==> config.mk <==
export PLATFORM = sky130hd
export DESIGN_NAME = wb_write_arbiter
export DESIGN_NICKNAME = d
export VERILOG_FILES = /design/src/rtl/wb_write_arbiter.sv
export SDC_FILE = /design/constraint.sdc
export NUM_CORES = 1
export LEC_CHECK = 0
export BUFFER_PORTS_ARGS = -buffer_cell sky130_fd_sc_hd__buf_4
export CORE_MARGIN = 2
export CORE_UTILIZATION = 45
export CTS_BUF_LIST = sky130_fd_sc_hd__clkbuf_8
export DETAILED_ROUTE_END_ITERATION = 10
export PLACE_DENSITY = 0.76
export SETUP_SLACK_MARGIN = 0.15
export SLEW_MARGIN = 10
export SYNTH_ARGS = -nofsm -noshare
export SYNTH_HDL_FRONTEND = slang
export SYNTH_SLANG_ARGS = --single-unit
export TNS_END_PERCENT = 1
==> constraint.sdc <==
create_clock -name i_clk -period 8.6 [get_ports i_clk]
set_input_delay 0.86 -clock i_clk [delete_from_list [all_inputs] [get_ports i_clk]]
set_output_delay 0.86 -clock i_clk [all_outputs]
set_load 0.02 [all_outputs]
==> src/rtl/wb_write_arbiter.sv <==
// Register-file write port: round-robin arbiter over ALU/MEM/MDU results,
// registered single write port, and a pending-write scoreboard for RAW stalls.
module wb_write_arbiter #(
    parameter int DATA_W = 32,
    parameter int ADDR_W = 5
) (
    input  logic              i_clk,
    input  logic              i_rst_n,
    input  logic              i_iss_valid,
    input  logic [ADDR_W-1:0] i_iss_waddr,
    input  logic              i_alu_valid,
    input  logic              i_mem_valid,
    input  logic              i_mdu_valid,
    input  logic [ADDR_W-1:0] i_alu_waddr,
    input  logic [ADDR_W-1:0] i_mem_waddr,
    input  logic [ADDR_W-1:0] i_mdu_waddr,
    input  logic [DATA_W-1:0] i_alu_wdata,
    input  logic [DATA_W-1:0] i_mem_wdata,
    input  logic [DATA_W-1:0] i_mdu_wdata,
    output logic              o_alu_ready,
    output logic              o_mem_ready,
    output logic              o_mdu_ready,
    input  logic [ADDR_W-1:0] i_rs_addr,
    input  logic [ADDR_W-1:0] i_rt_addr,
    output logic              o_rs_busy,
    output logic              o_rt_busy,
    output logic              o_we,
    output logic [ADDR_W-1:0] o_waddr,
    output logic [DATA_W-1:0] o_wdata,
    output logic [ADDR_W:0]   o_pending_cnt,
    output logic              o_err
);
    localparam int NREG = 2**ADDR_W;
    localparam logic [1:0] SRC_ALU = 2'd0;
    localparam logic [1:0] SRC_MEM = 2'd1;
    localparam logic [1:0] SRC_MDU = 2'd2;

    logic [1:0]        rr_q, rr_d;
    logic [2:0]        req, gnt;
    logic              gnt_any;
    logic [1:0]        gnt_src;
    logic [ADDR_W-1:0] gnt_waddr;
    logic [DATA_W-1:0] gnt_wdata;

    logic              we_q;
    logic [ADDR_W-1:0] waddr_q;
    logic [DATA_W-1:0] wdata_q;
    logic [NREG-1:0]   busy_q, busy_d;
    logic [ADDR_W:0]   cnt_q, cnt_d;
    logic              err_q, err_d;
    logic              set_hit;

    assign req = {i_mdu_valid, i_mem_valid, i_alu_valid};

    // Search begins at the source after the last grant (ALU -> MEM -> MDU cyclic).
    always_comb begin
        gnt = 3'b000;
        case (rr_q)
            SRC_ALU: gnt = req[1] ? 3'b010 : req[2] ? 3'b100 : req[0] ? 3'b001 : 3'b000;
            SRC_MEM: gnt = req[2] ? 3'b100 : req[0] ? 3'b001 : req[1] ? 3'b010 : 3'b000;
            default: gnt = req[0] ? 3'b001 : req[1] ? 3'b010 : req[2] ? 3'b100 : 3'b000;
        endcase
        if (!i_rst_n) begin
            gnt = 3'b000;
        end
    end

    always_comb begin
        gnt_any   = |gnt;
        gnt_src   = rr_q;
        gnt_waddr = i_alu_waddr;
        gnt_wdata = i_alu_wdata;
        if (gnt[1]) begin
            gnt_src   = SRC_MEM;
            gnt_waddr = i_mem_waddr;
            gnt_wdata = i_mem_wdata;
        end else if (gnt[2]) begin
            gnt_src   = SRC_MDU;
            gnt_waddr = i_mdu_waddr;
            gnt_wdata = i_mdu_wdata;
        end else if (gnt[0]) begin
            gnt_src   = SRC_ALU;
        end
        rr_d = gnt_any ? gnt_src : rr_q;
    end

    assign o_alu_ready = gnt[0];
    assign o_mem_ready = gnt[1];
    assign o_mdu_ready = gnt[2];

    // Set is applied after clear so a same-edge reissue keeps the register busy.
    always_comb begin
        busy_d  = busy_q;
        err_d   = err_q;
        set_hit = i_iss_valid && (i_iss_waddr != '0);
        if (set_hit && busy_q[i_iss_waddr] && !(we_q && (waddr_q == i_iss_waddr))) begin
            err_d = 1'b1;
        end
        if (gnt_any && (gnt_waddr != '0) && !busy_q[gnt_waddr]) begin
            err_d = 1'b1;
        end
        if (we_q) begin
            busy_d[waddr_q] = 1'b0;
        end
        if (set_hit) begin
            busy_d[i_iss_waddr] = 1'b1;
        end
        cnt_d = '0;
        for (int i = 1; i < NREG; i++) begin
            cnt_d = cnt_d + {{ADDR_W{1'b0}}, busy_d[i]};
        end
    end

    always_ff @(posedge i_clk) begin
        if (!i_rst_n) begin
            rr_q    <= SRC_MDU;
            we_q    <= 1'b0;
            waddr_q <= '0;
            wdata_q <= '0;
            busy_q  <= '0;
            cnt_q   <= '0;
            err_q   <= 1'b0;
        end else begin
            rr_q   <= rr_d;
            we_q   <= gnt_any && (gnt_waddr != '0);
            if (gnt_any) begin
                waddr_q <= gnt_waddr;
                wdata_q <= gnt_wdata;
            end
            busy_q <= busy_d;
            cnt_q  <= cnt_d;
            err_q  <= err_d;
        end
    end

    // A write already in flight when reset arrives must not reach the register file.
    assign o_we          = we_q & i_rst_n;
    assign o_waddr       = waddr_q;
    assign o_wdata       = wdata_q;
    assign o_pending_cnt = cnt_q;
    assign o_err         = err_q;
    assign o_rs_busy     = (i_rs_addr != '0) && busy_q[i_rs_addr];
    assign o_rt_busy     = (i_rt_addr != '0) && busy_q[i_rt_addr];

endmodule

==> results of run 1 <==
==> sequential cells by signal (all words and copies together) (netlist names) <==
| register | count |
|---|---|
| o_err | 1 |
| busy_q | 32 |
| o_waddr | 5 |
| o_pending_cnt | 6 |
| we_q | 1 |
| o_wdata | 32 |
| rr_q | 2 |
==> final cells by class <==
class                      instances  share of cell area
timing repair buffer             185               0.188
sequential                        79               0.214
multi-input combinational        500               0.527
tap                              172              0.0291
inverter                          33              0.0167
clock buffer                      11              0.0205
clock inverter                     5             0.00541
==> worst paths after layout <==
check | endpoint | depth (start not counted)
hold / removal | busy_q[0] | 1
setup reg to reg | o_pending_cnt[4] | 17
setup / recovery | o_pending_cnt[4] | 17
hold reg to reg | busy_q[0] | 1
==> routing by layer <==
metal / vias up / wire length, um / track usage
met3: 50 / 1620 / 0.0620
met1: 2786 / 7770 / 0.357
met4: 0 / 546 / 0.108
li1: 2688 / - / -
met5: - / 0 / 0
met2: 286 / 9390 / 0.463
==> per-stage QoR <==
stage	std cells	total power, mW
global placement	969	0.720
CTS	985	0.997
detailed placement	969	0.726
global route	985	1.05
floorplan	662	0.602
finish	985	0.992
==> cells in the mapped netlist (5+ instances only) <==
cell type / n / area, um2
and2_1: 19 / 119
clkbuf_1: 37 / 139
a211oi_1: 36 / 270
fa_1: 23 / 460
o21ai_0: 48 / 240
inv_1: 32 / 120
dfxtp_1: 79 / 1580
nand3b_1: 10 / 75.1
nor2b_1: 5 / 31.3
mux2i_1: 41 / 410
mux2_2: 5 / 56.3
a21oi_1: 41 / 205
or3b_2: 5 / 43.8
nor2_1: 99 / 372
xor2_1: 5 / 43.8
buf_2: 7 / 35.0
ha_1: 7 / 87.6
nand2_1: 21 / 78.8
nand2b_1: 6 / 37.5
o21a_1: 19 / 143
nand3_1: 15 / 75.1
mux4_2: 26 / 586
==> power groups by stage <==
stage	Combinational [mW]	Clock [mW]	Sequential (mW)
5_1_grt	0.334	0.295	0.417
6_report	0.305	0.272	0.415
3_3_place_gp	0.299	0	0.421
4_1_cts	0.305	0.278	0.414
2_1_floorplan	0.163	0	0.439
3_5_place_dp	0.304	0	0.422
==> logic make-up after synthesis <==
group	after synthesis	share of synthesized area
flip-flops	79	0.273
XOR/XNOR	7	0.0106
multiplexers	72	0.181
AO/OA/AOI/OAI	194	0.221
buffers and inverters	83	0.0572
adder cells (fa/ha/maj)	30	0.0945
AND/OR/NAND/NOR	197	0.163
==> impl_metrics.ini, run 1 <==
[setup_path]
crit_path_cell_trace = or3b_2 > o21ai_0 > o21ai_0 > fa_1 > inv_1 > fa_1 > fa_1 > inv_1 > fa_1 > fa_1 > fa_1 > fa_1 > fa_1 > a21o_1 > a21oi_1 > xor2_1 > nor2_1
cp-startpoint = o_waddr[3]
startpoint_type = register
crit_fanout = 11
crit_arrival_ns = 6.41
cp_slowest_cell = dfxtp_1
r2r_slack_ns = 2.45
critPathBufInv = 2
path_common_cell = fa_1
crit_type = register to register
cp_data_required_time_ns = 8.86
max_stage_delay_ns = 0.61
timing.rr.start = o_waddr[3]
endpoint_kind = register
critical_path.top_delay_family = adder cells

[run_status]
outcome = complete, no violations

[hold_path]
hp-class = register to register
hp-start = busy_q[0]

[finish]
final_cell_mix = buf_4 (185), nor2_1 (99), dfxtp_1 (79)
design_area_um2 = 7400
antenna_cells = 0
layout_commonest_cell = buf_4
fillers = 1138
post-route-util = 0.586
multi_input_area_um2 = 3900
final_layout_size_suffix_gt1_frac = 0.304
fin_nets = 970
area_delta_synth_final_pct = 27.6
ff_latch_area_um2 = 1580

[drt]
drt_iter0_markers = 512
via_per_inst = 5.90
wl_per_cell_um = 19.6
num_vias = 5810
drt_pre_antenna_iters = 5
drt_wl_total_um = 19300
ant_nets = 0
drc = 0

[floorplan]
ios = 182
floorplan.initialDensity = 0.460
die_y_um = 118
core-area_um2 = 12600
dieWidth_um = 118
fp-row-count = 41
die_area_um2 = 13800

[place]
hpwl_um = 14900
dp_slack_ns = 2.10
gp_congestion = 1.00
dpl_cell_area_um2 = 7210
portBuffers = 181

[synth]
syn_nets = 824
synth_cell_types = 61
ys_warn_count = 0
synthArstFlopShare = 0
synth_edf_count = 0
synthesis.area_um2 = 5800
ys_seq_elements = 79
synthFlopType = dfxtp_1
syn_inst = 662
syn_area_per_cell_um2 = 8.76
yosysSeqAreaShare = 0.273

[clock_tree]
clkTransAtPathRegs_ns = 0.09
root_buffer = clkbuf_8
postCtsSetupRepairBufs = 0
htree_num_levels = 3
cts_buffers = 9
cts_tree = built
cts_max_path_buffers = 2
clkSinkCount = 79
cts_resized = 0
clk_latency_ns = 0.37
holdBufCountCts = 0

[sta]
tns_ns = 0
whs_ns = 0.478
layout_setup_ws_ns = 2.45
tightest_slew_ns = 0.848
clock_skew_ns = 0.00672
drv_slew = 0
grt_setup_unrepaired = no
period_minus_slack_ns = 6.15
setup_violations = 0
relSlewSlack = 0.431
post-route-period-util = 0.715
hold_viol_final = 0
fmax_mhz = 163

[global_routing]
grt_pass1_wl_um = 30600
grt_overflow = 0
grt_max_degree = 69
antenna_found_initial = 0
grt_pass1_vias = 5703
track_usage = 0.279

[power]
p_comb_frac = 0.308
cellPowerDensity_nw_per_um2 = 134
internal_power_uw = 650
seqPwrFrac = 0.418
p_leak_nw = 3.38
power_frac_clock = 0.274
peakVddDrop_mv = 0.0858
p_sw_uw = 342
switching_share = 0.345

[run]
maxCapViolations = 0
(Power assumes the default switching activity.)
==> run 2, diff against run 1 <==
ABC_AREA = 1   (was default)
clock period = 6.08 ns   (was 8.6 ns; I/O delays follow)
==> run 2 against run 1 <==
  * Cell count grew 25%
  * Sequential cell count is the same
  * Largest power group unchanged
  * Highest routed layer is now met5
  * Die area shrank 1.4%
  * Sequential power grew 39%
  * Critical path type unchanged
==> impl_metrics.ini, run 2 <==
[run_status]
outcome = complete, no violations

[sta]
layout_setup_ws_ns = 0.447
tightest_slew_ns = 0.757
drv_slew = 0
period_minus_slack_ns = 5.63
hold_viol_final = 0
clock_skew_ns = 0.00976
fmax_mhz = 178
grt_setup_unrepaired = no
tns_ns = 0
post-route-period-util = 0.926
setup_violations = 0
relSlewSlack = 0.495

[global_routing]
grt_pass1_vias = 6342
grt_max_degree = 68
track_usage = 0.321
antenna_found_initial = 0
grt_overflow = 0
grt_pass1_wl_um = 33100

[setup_path]
cp_data_required_time_ns = 6.39
startpoint_type = register
endpoint_kind = register
crit_arrival_ns = 5.94
crit_type = register to register
crit_fanout = 7
ff2ff_path_depth = 19

[power]
power_frac_clock = 0.266
power_mw = 1.46
internal_power_uw = 922
p_leak_nw = 3.64
peakVddDrop_mv = 0.190
switching_share = 0.368
cellPowerDensity_nw_per_um2 = 192
seqPwrFrac = 0.395
p_sw_uw = 537
p_comb_frac = 0.338

[drt]
ant_nets = 0
drt_iter0_markers = 786
num_vias = 6852
drt_pre_antenna_iters = 6
via_per_inst = 5.55
top_layer = met5
drt_wl_total_um = 21600
wl_met3_um = 1820
wl_per_cell_um = 17.5
met1Wirelength_um = 8790
drc = 0
wl_met2_um = 10200

[synth]
yosysTopAreaCellShare = 0.277
yosysTopAreaCell = dfxtp_1
synthTopCellsByCount = nand2_1 (213), a21oi_1 (125), inv_1 (100)
ys_warn_count = 0
synth_edf_count = 0
syn_nets = 1037
synthTopCellsByArea = dfxtp_1 (28%), nand2_1 (14%), a21oi_1 (11%)
syn_inst = 875
syn_area_per_cell_um2 = 6.53
yosysSeqAreaShare = 0.277
synthFlopType = dfxtp_1
synthesis.area_um2 = 5720
ys_seq_elements = 79
synthArstFlopShare = 0
synth_cell_types = 35
synth.most_common_cell = nand2_1

[clock_tree]
htree_num_levels = 3
clk_latency_ns = 0.38
holdBufCountCts = 0
cts_max_path_buffers = 2
cts_tree = built
root_buffer = clkbuf_8
clkTransAtPathRegs_ns = 0.09
cts_buffers = 9
clkSinkCount = 79

[place]
portBuffers = 181
dp.cells = 1218
dp_slack_ns = 0.0863
hpwl_um = 16900
gp_congestion = 0.986

[floorplan]
die_area_um2 = 13600
dieWidth_um = 117
floorplan.initialDensity = 0.457
core-area_um2 = 12500
die_y_um = 117
ios = 182
fp-row-count = 41

[finish]
fin_cells = 1235
area_delta_synth_final_pct = 33.0
fillers = 1250
final_layout_size_suffix_gt1_frac = 0.252
layout_commonest_cell = nand2_1
fin_nets = 1220
final_cell_mix = nand2_1 (213), buf_4 (212), a21oi_1 (123)
antenna_cells = 0

[run]
maxCapViolations = 0

[hold_path]
hp-class = register to register
min_path_cells = 2
## run 2: final cells by class
cell class	instances	area [um2]	share of cell area
repair buffers	212	1590	0.209
inverters	106	399	0.0525
multi-input cells	650	3620	0.476
clock buffers	10	138	0.0181
well taps	172	215	0.0283
flip-flops and latches	79	1590	0.209
clock inverters	6	53.8	0.00707
## run 2: metal layers
layer | global-route usage | vias to the layer above
li1 | - | 3305
met1 | 0.410 | 3157
met2 | 0.523 | 326
met3 | 0.0623 | 62
met4 | 0.142 | 2
met5 | 0.0333 | -
## run 2: power by group through the flow
stage | logic (mW) | registers [mW] | clock network (mW)
6_report | 0.493 | 0.576 | 0.388
5_1_grt | 0.543 | 0.580 | 0.412
4_1_cts | 0.485 | 0.574 | 0.393
3_5_place_dp | 0.480 | 0.585 | 0
3_3_place_gp | 0.482 | 0.585 | 0
2_1_floorplan | 0.243 | 0.618 | 0
## run 2: worst max-delay path, stage by stage (launching register included)
cell and delay (ns):
dfxtp_2 0.44, inv_2 0.13, nor3_2 0.25, buf_4 0.17
a21oi_1 0.06, a21oi_1 0.28, fa_1 0.50, fa_1 0.46
fa_1 0.49, inv_1 0.05, fa_1 0.47, fa_1 0.53
fa_1 0.43, fa_1 0.42, fa_1 0.40, nand2_1 0.10
nand2_1 0.06, a21oi_2 0.13, o21ai_0 0.08, a21oi_1 0.11
## run 2: kinds of logic after synthesis
kind of cell    Yosys count  synth area share
compound gates          252             0.245
fa+ha+maj                30            0.0959
buf+inv                 146             0.101
flops                    79             0.277
simple gates            368             0.282
## run 2: final timing paths
path,from,end,slack [ns]
worst max-delay path,o_waddr[4],o_pending_cnt[4],0.45
worst max register to register,o_waddr[4],o_pending_cnt[4],0.45
worst min register to register,o_wdata[24],o_wdata[24],0.47
worst min-delay path,o_wdata[24],o_wdata[24],0.47
## run 2: repair_timing
item                       4_1_cts  5_1_grt
setup endpoints to repair        0        2
setup buffers                    0        1
hold endpoints to repair         0        0
gates resized for setup          0       22
## run 2: metrics by stage
step / cell area, um2 / hold WS (ns) / util
after floorplan: 5720 / 0.453 / -
after global placement: 7340 / 0.454 / 0.586
after detailed placement: 7340 / 0.456 / 0.586
after CTS: 7530 / 0.469 / 0.601
after global routing: 7610 / 0.490 / 0.608
final: 7610 / 0.469 / 0.608
